==> src/rtl/pipe_pkg.sv <==
// rtl/pipe_pkg.sv - shared constants and types for the pipeline stage registers
package pipe_pkg;

    typedef logic [4:0] exc_code_t;

    localparam exc_code_t EXC_NONE = 5'd0;
    localparam exc_code_t EXC_ADEL = 5'd4;
    localparam exc_code_t EXC_ADES = 5'd5;
    localparam exc_code_t EXC_OV   = 5'd12;

    localparam int W_IR = 0;
    localparam int W_PC = 1;
    localparam int F_BD = 0;

    localparam logic [31:0] NOP = 32'h0;

    // Oldest exception wins; a bubble never reports one.
    function automatic exc_code_t exc_pick(input logic valid, input exc_code_t older,
                                           input exc_code_t newer);
        exc_code_t res;
        res = EXC_NONE;
        if (valid) begin
            res = (older != EXC_NONE) ? older : newer;
        end
        return res;
    endfunction

endpackage

==> src/rtl/pipe_stage_exc_merge.sv <==
// rtl/pipe_stage_exc_merge.sv - combinational priority merge of registered and local exception codes
module exc_merge
    import pipe_pkg::*;
(
    input  logic      valid,
    input  exc_code_t exc_reg,
    input  exc_code_t exc_local,
    output exc_code_t exc_out
);

    always_comb begin
        exc_out = exc_pick(valid, exc_reg, exc_local);
    end

endmodule

==> src/rtl/pipe_stage.sv <==
// rtl/pipe_stage.sv - inter-stage pipeline register with stall/flush/exception tracking (option: PIPE_STAGE_EXC_EN)
module pipe_stage
    import pipe_pkg::*;
#(
    parameter int N_WORDS = 7,
    parameter int N_FLAGS = 4,
    parameter int CNT_W   = 8
)
(
    input  logic                 clk,
    input  logic                 reset,
    input  logic                 en,
    input  logic                 flush,
    input  logic                 valid_in,
    input  logic [32*N_WORDS-1:0] words_in,
    input  logic [N_FLAGS-1:0]   flags_in,
    input  logic [4:0]           exc_in,
    input  logic [4:0]           exc_local,
    output logic [32*N_WORDS-1:0] words_out,
    output logic [N_FLAGS-1:0]   flags_out,
    output logic                 valid_out,
    output logic [4:0]           exc_out,
    output logic [CNT_W-1:0]     stall_cnt
);

    localparam logic [CNT_W-1:0] CNT_MAX = '1;
    localparam logic [CNT_W-1:0] CNT_ONE = CNT_W'(1);

    logic               valid_d, valid_q;
    logic [N_FLAGS-1:0] flags_d, flags_q;
    logic [CNT_W-1:0]   cnt_d, cnt_q;

    // A flushed bubble still carries PC and BD so EPC is right if it becomes the victim.
    for (genvar k = 0; k < N_WORDS; k++) begin : g_word
        logic [31:0] word_d, word_q;

        always_comb begin
            word_d = word_q;
            if (flush) begin
                if (k == W_IR) begin
                    word_d = NOP;
                end else if (k == W_PC) begin
                    word_d = words_in[32*k +: 32];
                end
            end else if (en) begin
                word_d = words_in[32*k +: 32];
            end
        end

        always_ff @(posedge clk or negedge reset) begin
            if (!reset) begin
                word_q <= '0;
            end else begin
                word_q <= word_d;
            end
        end

        assign words_out[32*k +: 32] = word_q;
    end

    always_comb begin
        flags_d = flags_q;
        valid_d = valid_q;
        cnt_d   = cnt_q;
        if (flush) begin
            flags_d[F_BD] = flags_in[F_BD];
            valid_d       = 1'b0;
            cnt_d         = '0;
        end else if (en) begin
            flags_d = flags_in;
            valid_d = valid_in;
            cnt_d   = '0;
        end else if (valid_q && (cnt_q != CNT_MAX)) begin
            cnt_d = cnt_q + CNT_ONE;
        end
    end

    always_ff @(posedge clk or negedge reset) begin
        if (!reset) begin
            flags_q <= '0;
            valid_q <= 1'b0;
            cnt_q   <= '0;
        end else begin
            flags_q <= flags_d;
            valid_q <= valid_d;
            cnt_q   <= cnt_d;
        end
    end

`ifdef PIPE_STAGE_EXC_EN
    exc_code_t exc_d, exc_q;

    always_comb begin
        exc_d = exc_q;
        if (flush) begin
            exc_d = EXC_NONE;
        end else if (en) begin
            exc_d = valid_in ? exc_in : EXC_NONE;
        end
    end

    always_ff @(posedge clk or negedge reset) begin
        if (!reset) begin
            exc_q <= EXC_NONE;
        end else begin
            exc_q <= exc_d;
        end
    end

    exc_merge u_exc_merge (
        .valid     (valid_q),
        .exc_reg   (exc_q),
        .exc_local (exc_local),
        .exc_out   (exc_out)
    );
`else
    logic unused_exc;
    assign unused_exc = ^{exc_in, exc_local};

    // Tied-off merge: no register, output held at EXC_NONE.
    exc_merge u_exc_merge (
        .valid     (1'b0),
        .exc_reg   (EXC_NONE),
        .exc_local (EXC_NONE),
        .exc_out   (exc_out)
    );
`endif

    assign flags_out = flags_q;
    assign valid_out = valid_q;
    assign stall_cnt = cnt_q;

endmodule
==> config.mk <==
export PLATFORM = sky130hd
export DESIGN_NAME = pipe_stage
export DESIGN_NICKNAME = d
export VERILOG_FILES = /design/src/rtl/pipe_pkg.sv /design/src/rtl/pipe_stage_exc_merge.sv /design/src/rtl/pipe_stage.sv
export SDC_FILE = /design/constraint.sdc
export NUM_CORES = 1
export LEC_CHECK = 0
export CAP_MARGIN = 20
export CORE_AREA = 2 2 191 193
export CTS_BUF_LIST = sky130_fd_sc_hd__clkbuf_16
export CTS_CLUSTER_DIAMETER = 60
export DETAILED_ROUTE_END_ITERATION = 6
export DIE_AREA = 0 0 193 195
export SYNTH_ARGS = -nofsm -noshare
export SYNTH_HDL_FRONTEND = slang
export SYNTH_HIERARCHICAL = 1
export SYNTH_SLANG_ARGS = --single-unit
==> constraint.sdc <==
create_clock -name clk -period 2.2 [get_ports clk]
set_clock_uncertainty 0.1 [all_clocks]
set_input_delay 0.22 -clock clk [delete_from_list [all_inputs] [get_ports clk]]
set_output_delay 0.22 -clock clk [all_outputs]
set_load 0.03 [all_outputs]
==> results of run 1 <==
## final cells by class
class                   instances  area, um2
fillers                      3304      19640
clock buffers                  29      725.7
diodes                          2      5.005
multi-input cells             402       3356
clock inverters                19      81.33
flip-flops and latches        237       5931
well taps                     461      576.8
inverters                       1      3.754
repair buffers                499       5075
## cell usage in the layout (no fill, tap or decap), types with 2 or more instances in the layout
cell | netlist | routed
and4_1 | 2 | 2
mux2_2 | 93 | 93
clkdlybuf4s50_1 | 0 | 467
o21ai_0 | 3 | 3
nor2_1 | 36 | 35
conb_1 | 1 | 27
a21oi_1 | 3 | 3
diode_2 | 0 | 2
nand2_1 | 103 | 103
a31oi_1 | 2 | 2
nand3_1 | 7 | 7
a32o_2 | 3 | 3
mux2_4 | 70 | 70
nor3_1 | 4 | 4
dlygate4sd3_1 | 0 | 2
mux2i_1 | 34 | 34
clkinv_1 | 0 | 7
dfrtp_1 | 237 | 237
clkbuf_16 | 0 | 29
inv_1 | 1 | 10
buf_4 | 0 | 16
buf_12 | 0 | 12
## cells in the mapped netlist
cell | instances | area share
a211oi_1 | 1 | 0.00080
nor2_1 | 36 | 0.014
buf_6 | 10 | 0.012
inv_1 | 1 | 0.00040
a22o_1 | 1 | 0.00093
xor2_1 | 1 | 0.00093
dfrtp_1 | 237 | 0.63
clkbuf_1 | 5 | 0.0020
buf_2 | 19 | 0.010
a21oi_1 | 3 | 0.0016
o21ai_0 | 3 | 0.0016
nor3b_1 | 1 | 0.00080
and2_1 | 1 | 0.00067
mux2_4 | 70 | 0.11
o41ai_1 | 1 | 0.00093
a32o_2 | 3 | 0.0036
nor3_1 | 4 | 0.0021
a41oi_1 | 1 | 0.00093
nand2_1 | 103 | 0.041
nor2b_1 | 1 | 0.00067
nand3b_1 | 1 | 0.00080
or2_2 | 1 | 0.00067
nand3_1 | 7 | 0.0037
a31oi_1 | 2 | 0.0013
mux2i_1 | 34 | 0.036
ha_1 | 1 | 0.0013
and4_1 | 2 | 0.0019
a21o_1 | 1 | 0.00080
mux2_2 | 93 | 0.11
nor4_4 | 1 | 0.0023
conb_1 | 1 | 0.00040
nor2b_4 | 1 | 0.0015
nand4_1 | 1 | 0.00067
## flip-flops by register name, summed over array words and instances (netlist names)
name	cells
g_word.word_q	224
stall_cnt	8
valid_out	1
flags_out	4
## per-layer routing
metal / GRT usage / up-vias / routed length [um]
met1: 0.1713 / 3400 / 11250
met3: 0.05733 / 42 / 3075
met2: 0.2589 / 307 / 14120
li1: - / 3239 / -
met4: 0.04321 / 0 / 815
met5: 0 / - / 0
## timing repair
| action | CTS | global route |
|---|---|---|
| hold buffers | 2 | 0 |
| buffers inserted | 0 | 0 |
| hold endpoints to repair | 246 | 0 |
## per-stage QoR
stage / utilization / area (um2) / hold slack, ns / total power, uW
floorplan: - / 9509 / -0.1756 / 7086
global placement: 0.4216 / 14920 / 0.08978 / 8939
detailed placement: 0.4216 / 14920 / 0.09698 / 8971
CTS: 0.4449 / 15750 / 0.07805 / 13210
global route: 0.4449 / 15750 / 0.09505 / 13620
finish: 0.4451 / 15750 / 0.1116 / 13000
## power by group through the flow
stage / Clock [uW] / Combinational, uW / Sequential (uW)
floorplan: 0 / 783 / 6300
global placement: 0 / 3700 / 5240
detailed placement: 0 / 3710 / 5260
CTS: 4290 / 3740 / 5190
global route: 4490 / 3880 / 5250
finish: 4130 / 3690 / 5180
## worst min-delay path: stages
cell	delay, ns
clkdlybuf4s50_1	0.40
nand2_1	0.05
nand2_1	0.04
## final timing paths
path                                 startpoint                   end  slack, ns  cells after the start
setup reg to reg                   stall_cnt[0]          stall_cnt[0]       0.55                      5
max in group asynchronous                 reset  g_word[2].word_q[16]       1.15                      3
min in group asynchronous                 reset  g_word[0].word_q[20]       0.12                      2
setup / recovery                   stall_cnt[4]          stall_cnt[4]       0.11                      1
hold / removal                     words_in[42]  g_word[1].word_q[10]       0.11                      3
hold reg to reg            g_word[1].word_q[18]  g_word[1].word_q[18]       0.36                      2
## cells by family after synthesis
logic type	share of synthesized area
compound gates	0.01250
xor+xnor	0.0009308
fa+ha+maj	0.001329
buf+inv	0.02446
flops	0.6302
mux	0.2591
other cells	0.0003984
simple gates	0.07113
==> summary.md, run 1 <==
| Metric | Value |
|---|---|
| Status | `complete, no violations` |
| Sequential power share | `0.399` |
| Leakage | `0.006899 uW` |
| Die Ht | `195 um` |
| CP top delay family | `buffers and inverters` |
| Post-route insts no fill | `1650` |
| Top Ports | `485` |
| Arr. time, crit path | `1.77 ns` |
| Crit-path max FO | `10` |
| H-tree Lvls | `1` |
| Fin nets | `1413` |
| Least-Margin Pin Slew | `0.8686 ns` |
| Seq/Total Area, Yosys | `0.6302` |
| CTS clk-pin slew, worst paths | `0.06 ns` |
| Peak supply drop | `0.6241 mV` |
| Vias per cell | `4.235` |
| Skew-Pair Late Insertion Delay | `approximately 0.54 ns` |
| Post-synthesis cell area | `around 9400 um2` |
| Clk buf depth | `3` |
| Via Count | `around 7000` |
| PostCTS Resize Cnt | `0` |
| Root Buffer | `clkbuf_16` |
| Worst path cell trace | `clkdlybuf4s50_1` |
| Period utilization | `0.9494` |
| Fin. Hold Viols | `0` |
| YS warnings | `6` |
| Hpwl dp | `21.49 mm` |
| Switching part of the total power | `0.3024` |
| Syn_area_per_cell | `14.52 um2` |
| WP data required | `1.88 ns` |
| Internal | `9069 uW` |
| PortBufs | `469` |
| Distinct cells, synth | `33` |
| Initial antenna violation count | `2` |
| Share of cells above drive strength 1 | `0.1955` |
| GRT overflow | `0` |
| Max incr delay on CP | `0.75 ns` |
| DR pass1 iterations | `4` |
| Vias in the first global route | `7449` |
| CP endpoint kind | `primary output` |
| Synth-to-layout area growth | `67.39%` |
| Rows | `69` |
| Gate power share | `0.284` |
| Sink Count | `237` |
| Slew headroom | `0.4210` |
| Initial core utilization | `0.2659` |
| Setup TNS | `0 ns` |
| Critical path type | `register to primary output` |
| Pwr/cell area | `825.2 nW/um2` |
| Max Slew Vio Count | `0` |
| Max Freq | `478.8 MHz` |
| Starting DRT DRC Count | `between 150 and 200` |
| Clock power frac | `0.317` |
| Hold Path Class | `input port to register` |
| Placed Cells | `1598` |
| Clock tree from TritonCTS | `done` |
| Final WS setup | `0.1114 ns` |
| NetSw | `3931 uW` |
| RSZ-0062 raised after global routing | `no` |
| GPL Wtd Cong | `0.7759` |
| Setup Viol. Count Final | `0` |
| Gate Count Post-Synth | `648` |
| Max-cap check violation count | `0` |
| Dpl ws | `around 0.16 ns` |
| Chip Width | `193 um` |
| Core area | `35400 um2` |
| Yosys reg bits | `237` |
| Minimum clock period | `approximately 2.1 ns` |
| TritonCTS buffer count | `28` |
| Global-route wire length before repair | `approximately 44 mm` |
| Crit-path slowest cell | `clkdlybuf4s50_1` |
| Largest net degree at the start of global routing | `68` |
| Antenna-violating nets left | `0` |
| Routed WL | `29.26 mm` |
| Drt drc | `0` |
| Buf/Inv on CP | `1` |
| Global Route Usage Sum | `0.1499` |
| Overall die area | `37640 um2` |
| Critical path startpoint category | `register` |
| Per-cell routed wire length | `approximately 18 um` |
Note: power is estimated with default switching activity, not from simulation.
==> run 2, diff against run 1 <==
clock period = 2.6 ns   (was 2.2 ns; I/O delays follow)
==> run 2 against run 1 <==
Critical path depth stayed put. Clock power is 5% lower. Cell count is 0.79% lower. Utilization is 0.14 points lower. Highest routed layer unchanged. Setup slack better by 0.35 ns. Flip-flop and latch count stayed put. Wire length is 0.90% lower. Hold slack better by 0.029 ns. Sequential share of layout area is 0.12 points higher. Sequential power is 15% lower. Final area is 0.31% lower.
==> summary.md, run 2 (synthesis results as in run 1) <==
| Metric | Value |
|---|---|
| Root Buffer | `clkbuf_16 (unchanged)` |
| Number of flip-flops in the largest register | `224 (unchanged)` |
| Peak supply drop | `0.5776 mV (was 0.6241 mV)` |
| Hpwl dp | `21.36 mm (was 21.49 mm)` |
| Crit-path max FO | `10 (unchanged)` |
| Crit-path slowest cell | `clkdlybuf4s50_1 (unchanged)` |
| Finished Core Util | `0.4437 (was 0.4451)` |
| Largest reg by FF count | `g_word.word_q (unchanged)` |
| Via Count | `6936 (was 6988)` |
| Routed WL | `29.00 mm (was 29.26 mm)` |
| Arr. time, crit path | `1.78 ns (was 1.77 ns)` |
| Max Slew Vio Count | `0 (unchanged)` |
| Slew headroom | `0.4193 (was 0.4210)` |
| Worst path cell trace | `clkdlybuf4s50_1 (unchanged)` |
| Most common cell after layout, fill and taps aside | `clkdlybuf4s50_1 (unchanged)` |
| Max Freq | `467.6 MHz` |
| Max-cap check violation count | `0 (unchanged)` |
| Skew-Pair Late Insertion Delay | `0.55 ns (was 0.54 ns)` |
| Drt drc | `0 (unchanged)` |
| Die Ht | `195 um (unchanged)` |
| Max incr delay on CP | `0.75 ns (about the same)` |
| Hold-fix buffers, CTS | `2 (unchanged)` |
| GRT overflow | `0 (unchanged)` |
| Most frequent cells in the layout | `clkdlybuf4s50_1 (467), dfrtp_1 (237), nand2_1 (103), mux2_2 (93), mux2_4 (70) (unchanged)` |
| DR pass1 iterations | `4 (unchanged)` |
| Core area | `35400 um2 (unchanged)` |
| Share of cells above drive strength 1 | `0.1973 (was 0.1955)` |
| TritonCTS buffer count | `29 (was 28)` |
| CTS clk-pin slew, worst paths | `0.06 ns (about the same)` |
| Overall die area | `37640 um2 (unchanged)` |
| Largest net degree at the start of global routing | `68 (unchanged)` |
| Sink Count | `237 (unchanged)` |
| Clock tree from TritonCTS | `done (unchanged)` |
| Starting DRT DRC Count | `206 (was 162)` |
| Buf/Inv on CP | `1 (unchanged)` |
| Vias in the first global route | `7470 (was 7449)` |
| H-tree Lvls | `1 (unchanged)` |
| PortBufs | `469 (unchanged)` |
| Critical path startpoint category | `register (unchanged)` |
| Minimum clock period | `2.139 ns` |
| Period utilization | `0.8226` |
| Top Ports | `485 (unchanged)` |
| Clk buf depth | `3 (unchanged)` |
| Placed Cells | `1586 (was 1598)` |
| Leakage | `0.006862 uW (was 0.006899 uW)` |
| WP data required | `2.24 ns (was 1.88 ns)` |
| Final WS setup | `0.4613 ns (was 0.1114 ns)` |
| Chip Width | `193 um (unchanged)` |
| Synth-to-layout area growth | `66.87% (was 67.39%)` |
| Dpl ws | `0.4719 ns (was 0.1566 ns)` |
| Antenna diode count | `0 (was 2)` |
| Global-route wire length before repair | `43.46 mm (was 43.75 mm)` |
| Fin nets | `1402 (was 1413)` |
| Per-cell routed wire length | `17.71 um (was 17.73 um)` |
| Post-route insts no fill | `1637 (was 1650)` |
| Setup TNS | `0 ns (unchanged)` |
| Global Route Usage Sum | `0.1483 (was 0.1499)` |
| Antenna-violating nets left | `0 (unchanged)` |
| CP top delay family | `buffers and inverters (unchanged)` |
| GPL Wtd Cong | `0.7595 (was 0.7759)` |
| CP endpoint kind | `primary output (unchanged)` |
| Hold Path Class | `input port to register (unchanged)` |
| Initial core utilization | `0.2659 (unchanged)` |
| Vias per cell | `4.237 (was 4.235)` |
| Post-CTS setup buffers | `0 (unchanged)` |
| RSZ-0062 raised after global routing | `no (unchanged)` |
| Status | `complete, no violations (unchanged)` |
| Pwr/cell area | `726.3 nW/um2 (was 825.2 nW/um2)` |
| Fin. Hold Viols | `0 (unchanged)` |
| Critical path type | `register to primary output (unchanged)` |
| Rows | `69 (unchanged)` |
| Initial antenna violation count | `0 (was 2)` |
| PostCTS Resize Cnt | `0 (unchanged)` |
| Least-Margin Pin Slew | `0.8711 ns (was 0.8686 ns)` |
| Setup Viol. Count Final | `0 (unchanged)` |
run 2: cell types whose count changed in the layout (fill, tap and decap cells not counted), sizes merged:
cell	delta
diode	-2
inv	-3
clkinvlp	+1
bufinv	+3
buf	-12
run 2: worst register-to-register path, cell delays in order (launching register included):
cell,delay [ns]
dfrtp_1,0.43
ha_1,0.26
nand3_1,0.11
o21ai_0,0.36
xor2_1,0.19
nor2_1,0.05
run 2: worst paths after layout:
path,startpoint,to,slack [ns],cells after the start
max in group asynchronous,reset,g_word[4].word_q[12],1.46,3
min in group asynchronous,reset,flags_out[3],0.19,2
hold / removal,words_in[63],g_word[1].word_q[31],0.14,3
hold reg to reg,g_word[1].word_q[16],g_word[1].word_q[16],0.36,2
setup / recovery,stall_cnt[4],stall_cnt[4],0.46,1
setup reg to reg,stall_cnt[0],stall_cnt[0],0.95,5
run 2: cell type report:
type / count / area [um2]
multi-input combinational: 402 / 3356
sequential: 237 / 5931
clock inverter: 20 / 190.2
tap: 461 / 576.8
clock buffer: 29 / 725.7
timing repair buffer: 487 / 4922
fill: 3318 / 19690
inverter: 1 / 3.754
run 2: layer usage:
layer,up-vias,track usage,routed length (um)
met1,3343,0.1691,11230
met4,0,0.05331,1115
li1,3209,-,-
met2,330,0.2524,13710
met5,-,0,0
met3,54,0.05590,2942
run 2: per-stage QoR:
step | area (um2) | hold slack, ns | total power [uW]
5_1_grt | 15710 | 0.1199 | 11910
4_1_cts | 15710 | 0.09764 | 11600
3_3_place_gp | 14770 | 0.1728 | 7527
6_report | 15710 | 0.1401 | 11410
3_5_place_dp | 14770 | 0.1750 | 7561
2_1_floorplan | 9509 | -0.1356 | 5996
run 2: where the power goes:
group          switching [uW]  total (uW)  internal [uW]  leakage (uW)
logic                    1570        3100           1530       0.00354
clock network            1600        3930           2320      0.000467
registers                 244        4380           4140       0.00286
total                    3410       11400           7990       0.00686
